File: config.mk
export PLATFORM = sky130hd
export DESIGN_NAME = ycc_block_buffer
export DESIGN_NICKNAME = d
export VERILOG_FILES = /design/src/rtl/jpeg_pkg.sv /design/src/rtl/ycc_block_bank.sv /design/src/rtl/ycc_block_buffer.sv
export SDC_FILE = /design/constraint.sdc
export NUM_CORES = 2
export LEC_CHECK = 0
export BUFFER_PORTS_ARGS = -buffer_cell sky130_fd_sc_hd__buf_2
export CAP_MARGIN = 0
export CORE_MARGIN = 2
export CORE_UTILIZATION = 50
export DETAILED_ROUTE_END_ITERATION = 10
export PLACE_DENSITY = 0.64
export SYNTH_ARGS = -nofsm -noshare
export SYNTH_HDL_FRONTEND = slang
export SYNTH_HIERARCHICAL = 1
export SYNTH_SLANG_ARGS = --single-unit
File: constraint.sdc
create_clock -name clk -period 5.2 [get_ports clk]
set_input_delay 0.26 -clock clk [delete_from_list [all_inputs] [get_ports clk]]
set_output_delay 0.26 -clock clk [all_outputs]
set_load 0.01 [all_outputs]
File: src/rtl/jpeg_pkg.sv
// jpeg_pkg: shared block geometry, pixel layout and read-side FSM states for the JPEG front end.
package jpeg_pkg;
    localparam int BLOCK_DIM    = 8;
    localparam int BLOCK_PIXELS = 64;
    localparam int PIX_W        = 8;
    typedef struct packed {
        logic [PIX_W-1:0] cr;
        logic [PIX_W-1:0] cb;
        logic [PIX_W-1:0] y;
    } ycc_pixel_t;
    typedef enum logic {IDLE, SEND} rd_state_e;
endpackage

File: src/rtl/ycc_block_bank.sv
// ycc_block_bank: one 8x8 block of {cr, cb, y} words, pixel-wide write port and row-wide read port.
module ycc_block_bank
    import jpeg_pkg::*;
#(
    parameter int W = 8
) (
    input  logic                       clk,
    input  logic                       we,
    input  logic [5:0]                 waddr,
    input  logic [3*W-1:0]             wdata,
    input  logic [2:0]                 row,
    output logic [BLOCK_DIM*3*W-1:0]   rdata
);
    logic [3*W-1:0] mem [BLOCK_PIXELS];

    always_ff @(posedge clk)
        if (we) mem[waddr] <= wdata;

    for (genvar c = 0; c < BLOCK_DIM; c++) begin : g_col
        assign rdata[c*3*W +: 3*W] = mem[{row, 3'(c)}];
    end
endmodule

File: src/rtl/ycc_block_buffer.sv
// ycc_block_buffer: ping-pong 8x8 block buffer between colour converter and DCT,
// level-shifting samples and handing out one row per valid/ready handshake.
module ycc_block_buffer
    import jpeg_pkg::*;
#(
    parameter int SAMPLE_W    = 8,
    parameter bit LEVEL_SHIFT = 1'b1
) (
    input  logic                    clk,
    input  logic                    rst,
    input  logic                    in_valid,
    input  logic [3*SAMPLE_W-1:0]   in_data,
    output logic                    out_valid,
    input  logic                    out_ready,
    output logic [2:0]              out_row,
    output logic                    out_last,
    output logic [8*SAMPLE_W-1:0]   out_y,
    output logic [8*SAMPLE_W-1:0]   out_cb,
    output logic [8*SAMPLE_W-1:0]   out_cr,
    output logic                    overflow,
    input  logic                    ovf_clr
);
    localparam int PW = 3*SAMPLE_W;
    localparam logic [SAMPLE_W-1:0] FLIP = LEVEL_SHIFT ? {1'b1, {(SAMPLE_W-1){1'b0}}} : '0;

    rd_state_e state, state_n;
    logic wr_bank, rd_bank, hs, rel, accept, drop, set_full;
    logic [5:0] wr_cnt;
    logic [2:0] rd_row;
    logic [1:0] full, full_n;
    logic [BLOCK_DIM*PW-1:0] row0, row1, row_data;

    assign hs       = (state == SEND) && out_ready;
    assign rel      = hs && (rd_row == 3'd7);
    // a bank being released on this edge may take the next pixel on the same edge
    assign accept   = in_valid && (!full[wr_bank] || (rel && (rd_bank == wr_bank)));
    assign drop     = in_valid && !accept;
    assign set_full = accept && (wr_cnt == 6'd63);

    // next state looks at the post-edge full flags so no bubble appears between blocks
    always_comb begin
        full_n = full;
        if (rel) full_n[rd_bank] = 1'b0;
        if (set_full) full_n[wr_bank] = 1'b1;
        state_n = full_n[rd_bank ^ rel] ? SEND : IDLE;
    end

    always_ff @(posedge clk or posedge rst)
        if (rst) state <= IDLE;
        else state <= state_n;

    always_ff @(posedge clk or posedge rst)
        if (rst) begin
            wr_bank  <= 1'b0;
            rd_bank  <= 1'b0;
            wr_cnt   <= '0;
            rd_row   <= '0;
            full     <= '0;
            overflow <= 1'b0;
        end else begin
            full     <= full_n;
            overflow <= drop | (overflow & ~ovf_clr);
            if (accept) wr_cnt <= wr_cnt + 6'd1;
            if (set_full) wr_bank <= ~wr_bank;
            if (hs) rd_row <= rd_row + 3'd1;
            if (rel) rd_bank <= ~rd_bank;
        end

    ycc_block_bank #(.W(SAMPLE_W)) u_bank0 (
        .clk(clk), .we(accept && !wr_bank), .waddr(wr_cnt), .wdata(in_data),
        .row(rd_row), .rdata(row0)
    );
    ycc_block_bank #(.W(SAMPLE_W)) u_bank1 (
        .clk(clk), .we(accept && wr_bank), .waddr(wr_cnt), .wdata(in_data),
        .row(rd_row), .rdata(row1)
    );

    assign row_data  = rd_bank ? row1 : row0;
    assign out_valid = (state == SEND);
    assign out_row   = rd_row;
    assign out_last  = out_valid && (rd_row == 3'd7);

    for (genvar c = 0; c < BLOCK_DIM; c++) begin : g_lane
        assign out_y[c*SAMPLE_W +: SAMPLE_W]  = out_valid ? row_data[c*PW +: SAMPLE_W] ^ FLIP : '0;
        assign out_cb[c*SAMPLE_W +: SAMPLE_W] = out_valid ? row_data[c*PW+SAMPLE_W +: SAMPLE_W] ^ FLIP : '0;
        assign out_cr[c*SAMPLE_W +: SAMPLE_W] = out_valid ? row_data[c*PW+2*SAMPLE_W +: SAMPLE_W] ^ FLIP : '0;
    end
endmodule

==> results.md <==
- TritonCTS Sinks: 3087
- Post-synthesis mux area share: 20.80%
- Worst-path cell chain: buf_12, buf_4, mux4_1, mux2_2, mux2i_1, nor2b_1, buf_2
- Syn Inst Count: 5127
- Clock Skew: 0.03748 ns
- WHS: 0.01010 ns
- Routed WL: 283.9 mm
- CTS buffer count: 325
- DR vias/cell: 6.139
- Reg area: 92640 sq um
- Worst r2r src: out_row[0]
- Ys Warns: 6
- Largest net degree at the start of global routing: 146
- Routed wl met2: 138.9 mm
- Number of global-route vias before repair: 55.71k
- CP peak stage delay: 0.83 ns
- WP data arrival: 4.67 ns
- Total DRC errors in the routed layout: 0
- GRT overflow: 0
- Post-synthesis cell type count: 41
- Max-cap violation count: 0
- Post-synth EDFFs: 3072
- Net count after synthesis: 5159
- Capturing element type of the critical path: output port
- Initial DRC Count: 5880
- Die width: 498.3 um
- Main combinational cell family by area after synthesis: multiplexers
- Hold path start: in_data[14]
- RSZ-0062 raised after global routing: no
- Metal3 WL: 18.28 mm
- DIE AREA: 248300 sq um
- Complex-gate fraction of the synthesized area: 0.05223%
- Min-Delay Path Class: in2reg
- Sequential-to-total area share from yosys stat: 75.81%
- CP Buf/Inv Count: 3
- DRT met1 WL: 120.2 mm
- Initial antenna violation count: 16
- Max Freq: 202.9 MHz
- CP delay by family, top: buffers and inverters
- Setup CP Type: reg2out
- Leakage: 42.72 nW
- Outcome: completed
- Relative slew slack: 8.580%
- Most frequent cells in the layout: edfxtp_1 (3072), mux4_1 (486), mux2_2 (386), clkbuf_16 (332), mux4_2 (282)
- TritonRoute pass-1 iters: 5
- Worst-Skew Late Latency: 0.94 ns
- Routability cong.: 0.7532
- Worst-margin pin slew: 1.367 ns
- Post-synthesis xor/xnor area fraction: 0.07783%
- Cell area power density: 389.6 nW/um^2
- Simple-gate share of the synthesized area: 1.738%
- Hold Fails Final Rpt: 0
- Worst Setup SP: out_row[0]
- Final Cycle Share: 94.76%
- First-pass GRT wire length: 402.1 mm
- Tot Pwr: 0.05371 W
- Post-synthesis adder-cell area fraction: 0.03072%
- Layout Nets: 5602
- Setup Viol. Count Final: 0
- Max-slew violation count: 0
- Setup_tns: 0 ns
- Core area: 243000 sq um
- Fin crit period: 4.928 ns
- CTS tree: built
- CP max stage cell: dfrtp_4
- PortBufs: 226
- Post-Synthesis Cell Area: 122200 sq um
- Initial Util: 50.28%
- Share of cells above drive strength 1: 27.83%
- Most used DFF post-synth: edfxtp_1
- CTS clk-pin slew, worst paths: 0.06 ns
- Post-synthesis register bit count: 3087
- # rows: 181
- Required time of the critical path: 4.94 ns
- Die Y-Extent: 498.3 um
- VDD IR max: 0.3363 mV
- Ports: 227
- Clk root buf: clkbuf_16
- Post-synth ARST share: 0.4859%
- CP Max Fanout: 55
- Clock H-tree levels: 5
- All-layer global routing usage: 22.55%
- Mapped Avg Cell Area: 23.83 sq um
- CTS Buffer Depth: 4
- Highest Signal Layer: met5
- Area growth syn-to-layout: 12.84%
- Final antenna-violating net count: 0
- DPL Wire Length: 146.0 mm
- Multi-input gate area: 28350 sq um
- Worst setup SP type: flip-flop
- Fill count: 17.54k
- Setup Buffers After CTS: 0
- Most common cell after layout, fill and taps aside: edfxtp_1
- Wirelength per Cell: 31.56 um
- Vias: 55.23k
[logic make-up (layout without fill, tap and decap cells)]
kind of cell               count (synthesis)  after routing
xor gates and xnor gates                  10             10
muxes                                   1348           1348
DFF                                     3087           3087
and+or+nand+nor                          377            377
buffers and inverters                    294            949
AOI/OAI and AO/OA                          8              8
adders and majority gates                  3              3
other                                      0             12
[path summary, 6_finish.rpt]
kind | to | slack (ns) | cells past startpoint
min reg2reg | out_valid | 0.58 | 2
min | u_bank1/mem[33][14] | 0.01 | 1
min in group asynchronous | wr_cnt[5] | 0.57 | 4
max | out_cb[18] | 0.27 | 7
max in group asynchronous | out_row[2] | 4.04 | 4
max reg2reg | u_bank0/mem[19][18] | 0.83 | 8
[cell usage after synthesis, types with 5 or more instances]
library cell  count  area share (%)
inv_1             5           0.015
nand4bb_1         6           0.055
buf_2            31            0.13
nand4b_1          8           0.057
dfrtp_1          15            0.31
xnor2_1           8           0.057
nor2_1          114            0.35
nand2_1           8           0.025
buf_6            74            0.68
mux2i_1         193             1.6
mux4_2          282             5.2
nand4_1           7           0.036
and2_1           25            0.13
nor3_1           12           0.049
mux2_2          386             3.6
mux4_1          486              10
clkbuf_1        125            0.38
nor2b_1         168            0.86
edfxtp_1       3072              76
buf_4             7           0.043
buf_8             8           0.098
or3b_2            6           0.043
buf_1            44            0.14
[layer usage]
layer | global-route usage, % | vias to the layer above
met5 | 0 | -
met4 | 5.853 | 2
met3 | 3.478 | 361
met2 | 36.45 | 1965
met1 | 32.47 | 29950
li1 | - | 22950
[where the power goes]
group / internal (W) / switching, W
sequential: 0.0278 / 0.000192
clock: 0.0129 / 0.00907
combinational: 0.00129 / 0.00238
total: 0.0421 / 0.0116
[what timing repair did]
action,CTS,global route
gates cloned,0,3
hold buffers,26,0
pin swaps,0,0
gates resized for setup,2,3
setup endpoints to repair,1,4
endpoints found under the hold margin,1022,0
[state kept, by name (all words and copies together), names as in the netlist]
signal,count
u_bank0/mem,1536
overflow,1
rd_bank,1
wr_bank,1
out_valid,1
u_bank1/mem,1536
out_row,3
full,2
wr_cnt,6
[layout make-up]
| class | count | area share [%] |
|---|---|---|
| flip-flops and latches | 3087 | 67.20 |
| multi-input cells | 1746 | 20.56 |
| clock buffers | 395 | 6.174 |
| well taps | 3202 | 2.906 |
| repair buffers | 405 | 2.079 |
| clock inverters | 144 | 1.041 |
| diodes | 12 | 0.02178 |
| inverters | 5 | 0.01361 |
[stage by stage]
stage	instances	utilization (%)	setup WS, ns	area, sq um
after global placement	8416	52.48	0.8798	127500
after detailed placement	8416	52.48	0.7958	127500
after floorplan	5127	-	0.6940	122200
after global routing	8986	56.72	0.01203	137800
after CTS	8981	56.68	0.07209	137700
final	8996	56.73	0.2724	137900
No activity file was read; power rests on OpenSTA's default activity.
